==> src/rtl/zion_shift_req_stage.sv <==
// ============================================================================
// zion_shift_req_stage: 2-deep request FIFO that decodes and normalises shift requests
// Rev 1.0
// ============================================================================
`default_nettype none

module zion_shift_req_stage #(
  parameter int DATA_WIDTH = 32,
  parameter int AMT_WIDTH  = $clog2(DATA_WIDTH),
  parameter int CNT_WIDTH  = 16
) (
  input  logic                  clk,
  input  logic                  rst_n,
  input  logic                  iReqVld,
  output logic                  oReqRdy,
  input  logic [2:0]            iOp,
  input  logic [DATA_WIDTH-1:0] iDat,
  input  logic [AMT_WIDTH:0]    iAmt,
  output logic                  oVld,
  input  logic                  iRdy,
  output logic                  oSftR,
  output logic                  oSftA,
  output logic                  oSftL,
  output logic                  oSftC,
  output logic [DATA_WIDTH-1:0] oDat,
  output logic [AMT_WIDTH-1:0]  oSftBit,
  output logic                  oIllegal,
  output logic [CNT_WIDTH-1:0]  oIllCnt
);

  localparam logic [CNT_WIDTH-1:0] C_CNT_ONE = {{(CNT_WIDTH-1){1'b0}}, 1'b1};

  typedef struct packed {
    logic                  r;
    logic                  a;
    logic                  l;
    logic                  c;
    logic [DATA_WIDTH-1:0] dat;
    logic [AMT_WIDTH-1:0]  amt;
  } entryT;

  logic [1:0]           rCount;
  entryT                rHead;
  entryT                rTail;
  logic                 rIllegal;
  logic [CNT_WIDTH-1:0] rIllCnt;

  entryT wNew;
  logic  wAccept;
  logic  wIllOp;
  logic  wPush;
  logic  wPop;

  assign oReqRdy = rst_n && (rCount != 2'd2);
  assign oVld    = (rCount != 2'd0);
  assign wIllOp  = (iOp[2:1] == 2'b11);
  assign wAccept = iReqVld && oReqRdy;
  assign wPush   = wAccept && !wIllOp;
  assign wPop    = oVld && iRdy;

  // Decode once at write time; out-of-range non-rotate amounts collapse to
  // an equivalent legal request (zero result, or all sign bits for SRA).
  always_comb begin
    wNew     = '0;
    wNew.r   = (iOp[2:1] == 2'b00) || (iOp == 3'b100);
    wNew.l   = (iOp[2:1] == 2'b01) || (iOp == 3'b101);
    wNew.a   = !iOp[2] && iOp[0];
    wNew.c   = iOp[2];
    wNew.dat = iDat;
    wNew.amt = iAmt[AMT_WIDTH-1:0];
    if (!iOp[2] && iAmt[AMT_WIDTH]) begin
      if (iOp == 3'b001) begin
        wNew.amt = '1;
      end else begin
        wNew.dat = '0;
        wNew.amt = '0;
      end
    end
  end

  always_ff @(posedge clk) begin
    if (!rst_n) begin
      rCount   <= 2'd0;
      rHead    <= '0;
      rTail    <= '0;
      rIllegal <= 1'b0;
      rIllCnt  <= '0;
    end else begin
      rIllegal <= wAccept && wIllOp;
      if (wAccept && wIllOp && (rIllCnt != '1)) begin
        rIllCnt <= rIllCnt + C_CNT_ONE;
      end
      case ({wPush, wPop})
        2'b10: begin
          if (rCount == 2'd0) rHead <= wNew;
          else                rTail <= wNew;
          rCount <= rCount + 2'd1;
        end
        2'b01: begin
          rHead  <= rTail;
          rCount <= rCount - 2'd1;
        end
        2'b11: begin
          // Count is unchanged; with a single entry the newcomer becomes head.
          if (rCount == 2'd1) begin
            rHead <= wNew;
          end else begin
            rHead <= rTail;
            rTail <= wNew;
          end
        end
        default: ;
      endcase
    end
  end

  assign oSftR    = oVld && rHead.r;
  assign oSftA    = oVld && rHead.a;
  assign oSftL    = oVld && rHead.l;
  assign oSftC    = oVld && rHead.c;
  assign oDat     = oVld ? rHead.dat : '0;
  assign oSftBit  = oVld ? rHead.amt : '0;
  assign oIllegal = rIllegal;
  assign oIllCnt  = rIllCnt;

endmodule

`default_nettype wire
==> config.mk <==
export PLATFORM = sky130hd
export DESIGN_NAME = zion_shift_req_stage
export DESIGN_NICKNAME = d
export VERILOG_FILES = /design/src/rtl/zion_shift_req_stage.sv
export SDC_FILE = /design/constraint.sdc
export NUM_CORES = 1
export LEC_CHECK = 0
export ABC_CLOCK_PERIOD_IN_PS = 3100
export BUFFER_PORTS_ARGS = -buffer_cell sky130_fd_sc_hd__buf_2
export CORE_MARGIN = 4
export CORE_UTILIZATION = 30
export CTS_CLUSTER_DIAMETER = 60
export DETAILED_ROUTE_END_ITERATION = 7
export GPL_TIMING_DRIVEN = 0
export MAX_ROUTING_LAYER = met4
export PLACE_DENSITY_LB_ADDON = 0.25
export SLEW_MARGIN = 10
export SYNTH_ARGS = -nofsm -noshare
export SYNTH_HDL_FRONTEND = slang
export SYNTH_SLANG_ARGS = --single-unit
==> constraint.sdc <==
create_clock -name clk -period 3.1 [get_ports clk]
set_clock_uncertainty 0.05 [all_clocks]
set_input_delay 0.155 -clock clk [delete_from_list [all_inputs] [get_ports clk]]
set_output_delay 0.155 -clock clk [all_outputs]
set_load 0.01 [all_outputs]
### Word-level counts from Yosys, hierarchy flattened

Cells that the tools add are included.

| word-level totals | value |
|---|---|
| output and inout bits | 60 |
| bits in registers | 101 |
| word-level logic and storage cells | 68 |
| input bits | 45 |

| operators by class | value |
|---|---|
| muxes and demuxes | 12 |
| reduce and logical (&&, ||, !) cells | 24 |
| $add $sub $neg | 3 |
| eq/ne operators | 14 |

Operator list:

| operator | number |
|---|---|
| $mux 41 | 4 |
| $pmux 41 s3 | 1 |
| $pmux 41 s2 | 1 |
| $mux 32 | 2 |
| $mux 37 | 1 |
| $add 16x1->16 const B | 1 |
| $ne 16x16->1 const B | 1 |
| $logic_and 1x1->1 | 12 |
| $mux 5 | 2 |
| $ne 2x2->1 const B | 4 |
| $eq 2x1->1 const B | 3 |
| $eq 2x2->1 const B | 3 |
| $eq 3x3->1 const B | 2 |
| $reduce_bool 2->1 | 3 |
| $logic_not 2->1 | 2 |
| $pmux 2 s2 | 1 |
| $eq 3x1->1 const B | 1 |
| $reduce_and 3->1 | 1 |
| $reduce_bool 3->1 | 1 |
| $add 2x1->2 const B | 1 |
| $logic_not 1->1 | 2 |
| $logic_or 1x1->1 | 2 |
| $reduce_and 2->1 | 1 |
| $sub 2x1->2 const B | 1 |

### Logic depth before layout (Yosys ltp)

| logic depth | value |
|---|---|
| depth in word-level cells | 7 |
| gate-level depth with buffers | 12 |

### Worst setup path after synthesis

Ideal clock, no wire load.

| path | value |
|---|---|
| kind | register -> register |
| start point | register rCount[0] |
| end point | register rTail[0] (netlist bit) |
| required time | 2.980 ns |
| setup slack | 0.695 ns |
| cell stages (with the launch flop) | 13 |
| setup time | 0.070 ns |
| clock period less this slack | 2.405 ns |
| arrival | 2.284 ns |
| cells stage by stage | dfxtp_1 > inv_1 > ha_1 > clkbuf_1 > nor2b_1 > clkbuf_1 > inv_1 > ha_1 > a22oi_1 > o21a_1 > clkbuf_1 > o211ai_1 > a21oi_1 |

| between the ends | value |
|---|---|
| cells in the longest elaborated chain, start to end | 7 |
| elaborated cells between the ends (all ways) | 15 |
| those cells by class | eq/ne (6); mux (1); reduce/logical (8) |

Ends and longest elaborated chain:

| item | line | source |
|---|---|---|
| start, declared | 42 | `logic [1:0] rCount;` |
| start signal, assigned | 97 | `rCount <= rCount + 2'd1;` |
| start signal, assigned | 101 | `rCount <= rCount - 2'd1;` |
| $ne 2x2->1 | 54 | `assign oReqRdy = rst_n && (rCount != 2'd2);` |
| $logic_and 1x1->1 | 54 |  |
| $logic_and 1x1->1 | 57 | `assign wAccept = iReqVld && oReqRdy;` |
| $logic_and 1x1->1 | 58 | `assign wPush = wAccept && !wIllOp;` |
| $eq 2x2->1 | 93 | `case ({wPush, wPop})` |
| $ne 2x2->1 (no line) or $reduce_bool 2->1 (tied branches) | - |  |
| $reduce_and 3->1 (no line) | - |  |
| end signal, assigned | 96 | `else rTail <= wNew;` |
| end signal, assigned | 109 | `rTail <= wNew;` |
| end, declared | 44 | `entryT rTail;` |

Parallel ways exist; a longest one is shown, timed or not.
A chain may end at the register's enable or synchronous reset.

### Final worst setup path

| path | value |
|---|---|
| start point | register rCount[0] |
| end point | register rTail[14] (netlist bit) |

Same word-level chain as after synthesis.

==> metrics.txt <==
status=finished, final reports clean; Pwr Total=4506 uW; Total Routing Usage GR=16.71%; most common cell in the synthesized netlist=dfxtp_1; Reg clk slew, reported paths=0.07 ns; Worst Path Arrival=2.95 ns; Post-Synthesis Cell Area=approximately 0.0046 mm^2; Die Ht=131.7 um; GP Congestion=between 0.8 and 0.9; htree depth=3; post-synthesis sequential area ratio=44.08%; synth-to-layout area growth=23.51%; routed length per instance=roughly 16 um; Synth Area per Inst=slightly above 8 um^2; sw frac=~36%; Rows=44; CTS tree=done; Ports=105; worst-case clock buffer depth=2; drt drc=0; Vias=around 4700; DRT iter0 DRCs=266; vias in the first global route=roughly 4500; grt ovf=0; share of the synthesized area in the top cell type=between 40 and 50%; CTS Buf Count=9; Max transition margin=33.69%; Yosys top cell by area=dfxtp_1; n_diodes=0; Slew @ Worst Pin=0.9855 ns; first-pass GRT wire length=approximately 23000 um; placed cells=850; Die X=131.7 um; gr busiest metal=met2; Slew Limit Fails=0; clk sinks=around 100; Fmax achieved=~0.37 GHz; P_int=roughly 2900 uW; detailed placer's ending HPWL=roughly 11000 um; Post-DRT Antenna Nets=0; clock tree root buffer cell=clkbuf_16; core area=0.01475 mm^2; Pleak=0.002216 uW; commonest cells in the netlist=dfxtp_1, a21oi_1, nand2_1; mean number of vias per cell=5.380; Psw=1640 uW; Clock power frac=around 27%; period utilization=~88%; Reg power frac=a little under two fifths; FF+latch count, synth=between 100 and 150; CP required=3.33 ns; Tmin final=2.719 ns; synth top area cells=dfxtp_1, a21oi_1, a22oi_1; peak supply drop=about 0.00038 V; initial antenna violation count=0; Post-synth EDFFs=0; Hold Violations, Final=0; Setup violations, final=0; Primary FF master, synth=dfxtp_1; crit path cell chain=inv_1 -> ha_1 -> clkbuf_1 -> nor2b_1 -> clkbuf_2 -> inv_1 -> ha_1 -> a22oi_1 -> o21a_1 -> clkbuf_2 -> nand3_1 -> a21oi_1; TNS Setup=0 ns; met1 Use GR=21.49%; worst setup path category=register to register; Synth async-reset ratio=0%; CP Capture Type=register; slowest cell on the critical path=dfxtp_1; max-cap viol count=0; gate count of the mapped netlist=563; delay-heaviest family, CP=buffers and inverters; startpoint types=register; RSZ-0062 raised after global routing=no; post-route non-filler standard cell count=slightly below 900; clock latency on the worst-skew pair=between 0.3 and 0.4 ns; initial core utilization=31.09%; Mapped Nets=between 600 and 700; Bufs and invs on worst path=5; crit-path max cell delay=0.38 ns; Post-Route WL=14220 um; port bufs=approximately 100; die area=about 0.017 mm^2; Filler cells=1541; post-CTS setup repair buffer count=0; Worst Path Max Fanout=10; PwrDens=795.3 mW/mm^2; Comb power frac=about a third; nets=730; detailed-router iteration count before antenna repair=5; layout cell share with drive strength beyond 1=about a fifth; grt met3 use=4.396%; largest net degree at the start of global routing=17; Yosys Warn Count=0; post-synthesis cell type count=42; GR Util met2=approximately 25%; Hold WC Path Type=input port to register
-- flip-flops by register name (all words and copies together), names as in the netlist --
signal    count
oIllegal      1
rCount        2
rHead        41
rTail        41
oIllCnt      16
-- timing repair --
| action | in CTS | in global routing |
|---|---|---|
| endpoints found under the hold margin | 0 | 0 |
| gates resized for setup | 0 | 10 |
| hold buffers | 0 | 0 |
| setup endpoints to repair | 0 | 70 |
-- power by group through the flow --
stage / sequential, uW / clock [uW] / combinational (uW)
detailed placement: 1730 / 0 / 1560
global route: 1750 / 1320 / 1750
floorplan: 1700 / 0 / 1040
global placement: 1730 / 0 / 1530
CTS: 1710 / 1270 / 1570
finish: 1710 / 1230 / 1560
-- stage by stage --
step / hold slack, ns / util [%] / setup slack, ns / instance area, um^2
after CTS: 0.002495 / 38.35 / 0.08406 / 5658
final: 0.01768 / 38.40 / 0.3815 / 5665
after detailed placement: 0.3814 / 36.14 / 0.1257 / 5333
after floorplan: 0.2569 / - / 0.6952 / 4587
after global routing: 0.008803 / 38.40 / 0.08450 / 5665
after global placement: 0.3790 / 36.14 / 0.2360 / 5333
-- layout by cell type, fill, tap and decap left out, drive strengths merged, types with 8 or more instances in the layout --
master / Yosys / routed
dfxtp: 101 / 101
a22oi: 38 / 38
nor2: 9 / 9
ha: 8 / 8
buf: 8 / 109
nand3: 39 / 39
o21ai: 48 / 48
clkbuf: 41 / 54
inv: 11 / 12
nor2b: 45 / 45
nand2: 63 / 63
o211ai: 11 / 11
a21oi: 82 / 82
-- routing by layer --
layer	vias to the layer above	part of all wire, %	wire length (um)
li1	2252	-	-
met3	26	7.5	1060
met5	-	0	0
met4	0	2.5	349
met2	187	44	6288
met1	2194	46	6525
-- cells by family after synthesis --
group	share of synthesized area, %
AO/OA/AOI/OAI	26.16
AND/OR/NAND/NOR	20.87
flip-flops	44.08
buffers and inverters	5.019
adder cells (fa/ha/maj)	2.182
multiplexers	1.309
XOR/XNOR	0.3820
-- tightest hold or removal path, delay by kind of cell --
kind | cells | cell delay (ns)
buffers and inverters | 1 | 0.10
AND/OR/NAND/NOR | 1 | 0.06
AO/OA/AOI/OAI | 1 | 0.06
-- layout make-up --
class | instances | area (um^2) | share of cell area [%]
multi-input combinational | 402 | 2335 | 41.21
sequential | 101 | 2022 | 35.69
timing repair buffer | 103 | 515.5 | 9.099
clock buffer | 11 | 242.7 | 4.284
tap | 184 | 230.2 | 4.064
buffer | 49 | 196.4 | 3.467
clock inverter | 5 | 82.58 | 1.458
inverter | 11 | 41.29 | 0.7288
-- worst paths after layout --
check | startpoint | endpoint | slack [ns] | cells after the start
worst max register to register | rCount[0]$_SDFFE_PN0P_ | rTail[14]$_SDFFE_PN0P_ | 0.38 | 12
worst min-delay path | iDat[2] | rTail[7]$_SDFFE_PN0P_ | 0.02 | 3
worst min register to register | rTail[25]$_SDFFE_PN0P_ | rTail[25]$_SDFFE_PN0P_ | 0.41 | 2
worst max-delay path | rCount[0]$_SDFFE_PN0P_ | rTail[14]$_SDFFE_PN0P_ | 0.38 | 12
Power figures use the tool's default switching activity.
